$ cat src/rtl/counter_sweep_ctrl_if.sv
// Control-side handshake between a test/control block and the sweep sequencer.
// The master starts sweeps and steers them; the slave reports progress.
interface counter_sweep_ctrl_if #(
    parameter int WIDTH    = 8,
    parameter int REPEAT_W = 4
);
    logic                start;
    logic [1:0]          mode;
    logic [WIDTH-1:0]    target;
    logic [REPEAT_W-1:0] repeats;
    logic                pause;
    logic                abort;
    logic                busy;
    logic                done;
    logic [REPEAT_W-1:0] passes_done;

    modport master (
        output start, mode, target, repeats, pause, abort,
        input  busy, done, passes_done
    );

    modport slave (
        input  start, mode, target, repeats, pause, abort,
        output busy, done, passes_done
    );
endinterface

$ cat src/rtl/counter_sweep_ctrl.sv
// Sweep sequencer for an 8-bit up/down counter: runs up, down or ping-pong
// sweeps and uses the counter's fed-back value to stop exactly on the end value.
module counter_sweep_ctrl #(
    parameter int WIDTH    = 8,
    parameter int REPEAT_W = 4
) (
    input  logic                 clk,
    input  logic                 rst,
    counter_sweep_ctrl_if.slave  ctl,
    input  logic [WIDTH-1:0]     count_in,
    output logic                 ctr_rst,
    output logic                 ctr_enable,
    output logic                 ctr_dir
);

    localparam logic [1:0] MODE_UP       = 2'b00;
    localparam logic [1:0] MODE_DOWN     = 2'b01;
    localparam logic [1:0] MODE_PINGPONG = 2'b10;
    localparam logic [1:0] MODE_RSVD     = 2'b11;

    typedef enum logic [2:0] {
        IDLE,
        CLEAR,
        UP,
        DOWN,
        DONE
    } state_t;

    state_t              state;
    state_t              state_next;
    logic [1:0]          mode_l;
    logic [1:0]          mode_next;
    logic [WIDTH-1:0]    target_l;
    logic [WIDTH-1:0]    target_next;
    logic [REPEAT_W-1:0] repeats_l;
    logic [REPEAT_W-1:0] repeats_next;
    logic [REPEAT_W-1:0] passes;
    logic [REPEAT_W-1:0] passes_next;
    logic [REPEAT_W-1:0] passes_inc;

    logic up_end;
    logic down_end;
    logic ctr_rst_c;
    logic ctr_enable_c;
    logic ctr_dir_c;
    logic busy_c;
    logic done_c;

    always_ff @(posedge clk) begin
        if (rst) begin
            state     <= IDLE;
            mode_l    <= MODE_UP;
            target_l  <= '0;
            repeats_l <= '0;
            passes    <= '0;
        end else begin
            state     <= state_next;
            mode_l    <= mode_next;
            target_l  <= target_next;
            repeats_l <= repeats_next;
            passes    <= passes_next;
        end
    end

    // Ping-pong passes end on the way back down at zero; the other modes end at the target.
    assign up_end     = (count_in == target_l);
    assign down_end   = (mode_l == MODE_PINGPONG) ? (count_in == '0) : (count_in == target_l);
    assign passes_inc = passes + 1'b1;

    always_comb begin
        state_next   = state;
        mode_next    = mode_l;
        target_next  = target_l;
        repeats_next = repeats_l;
        passes_next  = passes;
        ctr_rst_c    = 1'b0;
        ctr_enable_c = 1'b0;
        ctr_dir_c    = 1'b0;
        busy_c       = 1'b0;
        done_c       = 1'b0;

        unique case (state)
            IDLE: begin
                if (ctl.start && (ctl.mode != MODE_RSVD)) begin
                    mode_next    = ctl.mode;
                    target_next  = ctl.target;
                    repeats_next = (ctl.repeats == '0) ? REPEAT_W'(1) : ctl.repeats;
                    passes_next  = '0;
                    state_next   = CLEAR;
                end
            end

            CLEAR: begin
                ctr_rst_c = 1'b1;
                busy_c    = 1'b1;
                if (ctl.abort) begin
                    state_next = IDLE;
                end else if (mode_l == MODE_DOWN) begin
                    state_next = DOWN;
                end else begin
                    state_next = UP;
                end
            end

            UP: begin
                busy_c       = 1'b1;
                ctr_dir_c    = 1'b1;
                ctr_enable_c = !ctl.pause && !ctl.abort && !up_end;
                if (ctl.abort) begin
                    state_next = IDLE;
                end else if (!ctl.pause && up_end) begin
                    state_next = (mode_l == MODE_UP) ? DONE : DOWN;
                end
            end

            DOWN: begin
                busy_c       = 1'b1;
                ctr_enable_c = !ctl.pause && !ctl.abort && !down_end;
                if (ctl.abort) begin
                    state_next = IDLE;
                end else if (!ctl.pause && down_end) begin
                    if (mode_l == MODE_PINGPONG) begin
                        passes_next = passes_inc;
                        state_next  = (passes_inc == repeats_l) ? DONE : UP;
                    end else begin
                        state_next = DONE;
                    end
                end
            end

            DONE: begin
                done_c     = 1'b1;
                state_next = IDLE;
            end

            default: begin
                state_next = IDLE;
            end
        endcase
    end

    // Reset is synchronous, so outputs are masked directly to keep them low during the reset cycle.
    assign ctr_rst         = ctr_rst_c & ~rst;
    assign ctr_enable      = ctr_enable_c & ~rst;
    assign ctr_dir         = ctr_dir_c & ~rst;
    assign ctl.busy        = busy_c & ~rst;
    assign ctl.done        = done_c & ~rst;
    assign ctl.passes_done = rst ? '0 : passes;

endmodule

$ cat src/flat_wrapper.sv
// flat-port wrapper written by rule: the top's interface ports become plain ports
module counter_sweep_ctrl_flat 
#(
    parameter int WIDTH    = 8,
    parameter int REPEAT_W = 4
)
  (clk, rst, count_in, ctr_rst, ctr_enable, ctr_dir, ctl_start, ctl_mode, ctl_target, ctl_repeats, ctl_pause, ctl_abort, ctl_busy, ctl_done, ctl_passes_done);
  counter_sweep_ctrl_if #(.WIDTH(WIDTH), .REPEAT_W(REPEAT_W)) ctl_i ();
  input  logic clk;
  input  logic rst;
  input  logic [WIDTH-1:0] count_in;
  output logic ctr_rst;
  output logic ctr_enable;
  output logic ctr_dir;
  input wire logic [$bits(ctl_i.start)-1:0] ctl_start;
  input wire logic [$bits(ctl_i.mode)-1:0] ctl_mode;
  input wire logic [$bits(ctl_i.target)-1:0] ctl_target;
  input wire logic [$bits(ctl_i.repeats)-1:0] ctl_repeats;
  input wire logic [$bits(ctl_i.pause)-1:0] ctl_pause;
  input wire logic [$bits(ctl_i.abort)-1:0] ctl_abort;
  output wire logic [$bits(ctl_i.busy)-1:0] ctl_busy;
  output wire logic [$bits(ctl_i.done)-1:0] ctl_done;
  output wire logic [$bits(ctl_i.passes_done)-1:0] ctl_passes_done;
  assign ctl_i.start = ctl_start;
  assign ctl_i.mode = ctl_mode;
  assign ctl_i.target = ctl_target;
  assign ctl_i.repeats = ctl_repeats;
  assign ctl_i.pause = ctl_pause;
  assign ctl_i.abort = ctl_abort;
  assign ctl_busy = ctl_i.busy;
  assign ctl_done = ctl_i.done;
  assign ctl_passes_done = ctl_i.passes_done;
  counter_sweep_ctrl #(.WIDTH(WIDTH), .REPEAT_W(REPEAT_W)) u_core (.clk(clk), .rst(rst), .ctl(ctl_i), .count_in(count_in), .ctr_rst(ctr_rst), .ctr_enable(ctr_enable), .ctr_dir(ctr_dir));
endmodule
$ cat config.mk
export PLATFORM = sky130hd
export DESIGN_NAME = counter_sweep_ctrl_flat
export DESIGN_NICKNAME = d
export VERILOG_FILES = /design/src/rtl/counter_sweep_ctrl_if.sv /design/src/rtl/counter_sweep_ctrl.sv /design/src/flat_wrapper.sv
export SDC_FILE = /design/constraint.sdc
export NUM_CORES = 1
export LEC_CHECK = 0
export ABC_AREA = 1
export BUFFER_PORTS_ARGS = -buffer_cell sky130_fd_sc_hd__buf_2
export CORE_MARGIN = 3
export CORE_UTILIZATION = 40
export DETAILED_ROUTE_END_ITERATION = 10
export PLACE_DENSITY_LB_ADDON = 0.15
export SLEW_MARGIN = 5
export SYNTH_ARGS = -nofsm -noshare
export SYNTH_HDL_FRONTEND = slang
export SYNTH_SLANG_ARGS = --single-unit
$ cat constraint.sdc
create_clock -name clk -period 1.7 [get_ports clk]
set_input_delay 0.085 -clock clk [delete_from_list [all_inputs] [get_ports clk]]
set_output_delay 0.085 -clock clk [all_outputs]
set_load 0.05 [all_outputs]
==> impl_metrics.yaml <==
outcome:
  status: "completed"
grt:
  grt.overflow.total: 0
  grt_max_degree: 24
  grt_use_total: 0.162
  grt_pass1_wl_um: 5380
  grt_pass1_vias: 1282
  antenna_found_initial: 0
sta:
  setup_ws_ns: 0.108
  finalSetupViolCount: 0
  hold_viol_final: 0
  min_period_over_period: 0.936
  tns_ns: 0
  rsz0062_at_grt: "true"
  maxSlewHeadroom: 0.747
  skew_ns: 0.00733
  worst_pin_slew_ns: 0.379
  period_needed_ns: 1.59
  max_freq_mhz: 628
  drv_slew: 0
synthesis:
  synth_top_cell_area_share: 0.309
  synth_seq_area_share: 0.309
  ys_warn_count: 0
  netlist_area_mm2: 0.00136
  syn_inst: 206
  yosys.area.top_type: "dfxtp_1"
  synth_area_per_cell_um2: 6.60
  synthesis.nets: 234
  ys_seq_elements: 21
  synth.distinct_cells: 27
  synth_area_leaders: "dfxtp_1 (31%), nand2_1 (13%), nor2_1 (7.2%)"
clock_tree:
  clockRootBuffer: "clkbuf_4"
  numCtsBuffers: 3
  clk_pin_slew_ns: 0.12
  cts.sinks: 21
  ctsHtreeMaxLevel: 1
  insertion_delay_ns: 0.30
  cts_tree: "yes"
  cts_setup_buffers: 0
  cts_max_path_buffers: 2
route:
  route.vias.total: 1378
  postRouteAntennaNets: 0
  wl_um: 3050
  drt_iter0_markers: 41
  first_pass_iters: 8
  drc: 0
  via_per_inst: 4.74
  wire_per_inst_um: 10.5
placed_design:
  port_buffers: 35
  post-place-ws_ns: 0.156
  dp.cells: 284
  gp_congestion: 0.846
  dp_hpwl_um: 2400
power:
  switching_share: 0.335
  power.internal_w: 0.000744
  power_switching_w: 0.000375
  power_density_mw_per_mm2: 667
  seq_power_share: 0.499
  power_frac_comb: 0.290
  power.leakage_nw: 0.812
  vdd_ir_drop_max_v: 0.000410
  pwr-share-clk: 0.211
final_layout:
  area.growth.synth_to_final_pct: 23.5
  antenna_cells: 0
  fin_cells: 291
  most-common-layout-cells: "nand2_1 (44), buf_2 (34), nor2_1 (25)"
  layout-drive-gt1-share: 0.308
  final_common_cell: "nand2_1"
  nNetsFinal: 276
floorplan:
  initial_core_util: 0.431
  rows: 20
  die_area_mm2: 0.00413
  die_h_um: 64.3
  dieWidth_um: 64.3
  core_area_mm2: 0.00315
  io_pins: 36
setup_path:
  end_kind: "output port"
  crit_path_max_fanout: 3
  startpoint_type: "flop"
  cp.required_ns: 1.62
  r2r_cells: 8
  crit_type: "reg -> out"
  critical_path_arrival_ns: 1.51
  regToRegSetupSlack_ns: 0.22
job:
  cap_violations: 0
worst_hold_path:
  holdPathStages: 3
  hp-class: "in -> reg"
==> metal layers <==
metal / routed length, um / global-route usage / vias to the layer above
met5: 0 / 0 / -
met4: 38 / 0.0633 / 0
met3: 103 / 0.0193 / 4
met2: 1390 / 0.264 / 29
met1: 1520 / 0.217 / 603
li1: - / - / 742
==> what timing repair did <==
item                                    in CTS  in global routing
pin swaps                                    0                  4
hold endpoints to repair                     3                  0
endpoints found under the setup margin       1                  2
gates cloned                                 0                  0
hold buffers                                 3                  0
gates resized for setup                      2                 14
==> final timing paths <==
path                            from             endpoint
setup reg to reg     u_core.state[1]   u_core.target_l[4]
setup / recovery    u_core.mode_l[1]           ctr_enable
hold reg to reg   u_core.target_l[0]   u_core.target_l[0]
hold / removal        ctl_repeats[1]  u_core.repeats_l[1]
==> sequential cells by signal, summed over array words and instances, names as in the netlist <==
register and count:
u_core.mode_l 2, u_core.passes 4, u_core.repeats_l 4, u_core.state 3, u_core.target_l 8
==> synthesized netlist by cell type, drive strengths merged <==
master and instances:
a21oi 16, nor4 2, xnor2 5, a311oi 1, clkbuf 2, nor3 5, inv 32, o21ai 19
dfxtp 21, nand4 3, nand2 50, a211oi 1, nor2 31, buf 2, xor2 4, a31oi 1
nand3 9, ha 1, a21boi 1
==> logic make-up after synthesis <==
family          synth area share
simple gates               0.340
flops                      0.309
xor+xnor                  0.0580
compound gates             0.173
fa+ha+maj                0.00921
buf+inv                    0.111
==> critical path, stage by stage, from the launching register on <==
cell,delay (ns)
dfxtp_2,0.35
inv_1,0.07
nor2_1,0.06
buf_4,0.15
inv_2,0.07
nand2_2,0.06
a311oi_2,0.25
buf_6,0.19
==> area by class of cell <==
type / count / area [um^2]
well taps: 44 / 55.1
flip-flops and latches: 21 / 429
clock inverters: 1 / 5.00
repair buffers: 41 / 234
multi-input cells: 149 / 812
clock buffers: 3 / 22.5
inverters: 32 / 120
fillers: 340 / 1480
==> metrics by stage <==
step	utilization	cell area, um^2	hold WS [ns]	power (W)
finish	0.532	1680	0.0221	0.00112
global route	0.532	1680	0.0270	0.00121
CTS	0.525	1660	0.0132	0.00113
detailed placement	0.506	1590	0.311	0.000882
global placement	0.506	1590	0.309	0.000880
floorplan	-	1370	0.220	0.000805
==> power groups by stage <==
stage	combinational, W	sequential, W	clock (W)
4_1_cts	0.000321	0.000556	0.000253
2_1_floorplan	0.000242	0.000562	0
6_report	0.000325	0.000558	0.000236
3_5_place_dp	0.000315	0.000567	0
3_3_place_gp	0.000314	0.000566	0
5_1_grt	0.000372	0.000563	0.000272
(Power assumes the default switching activity.)
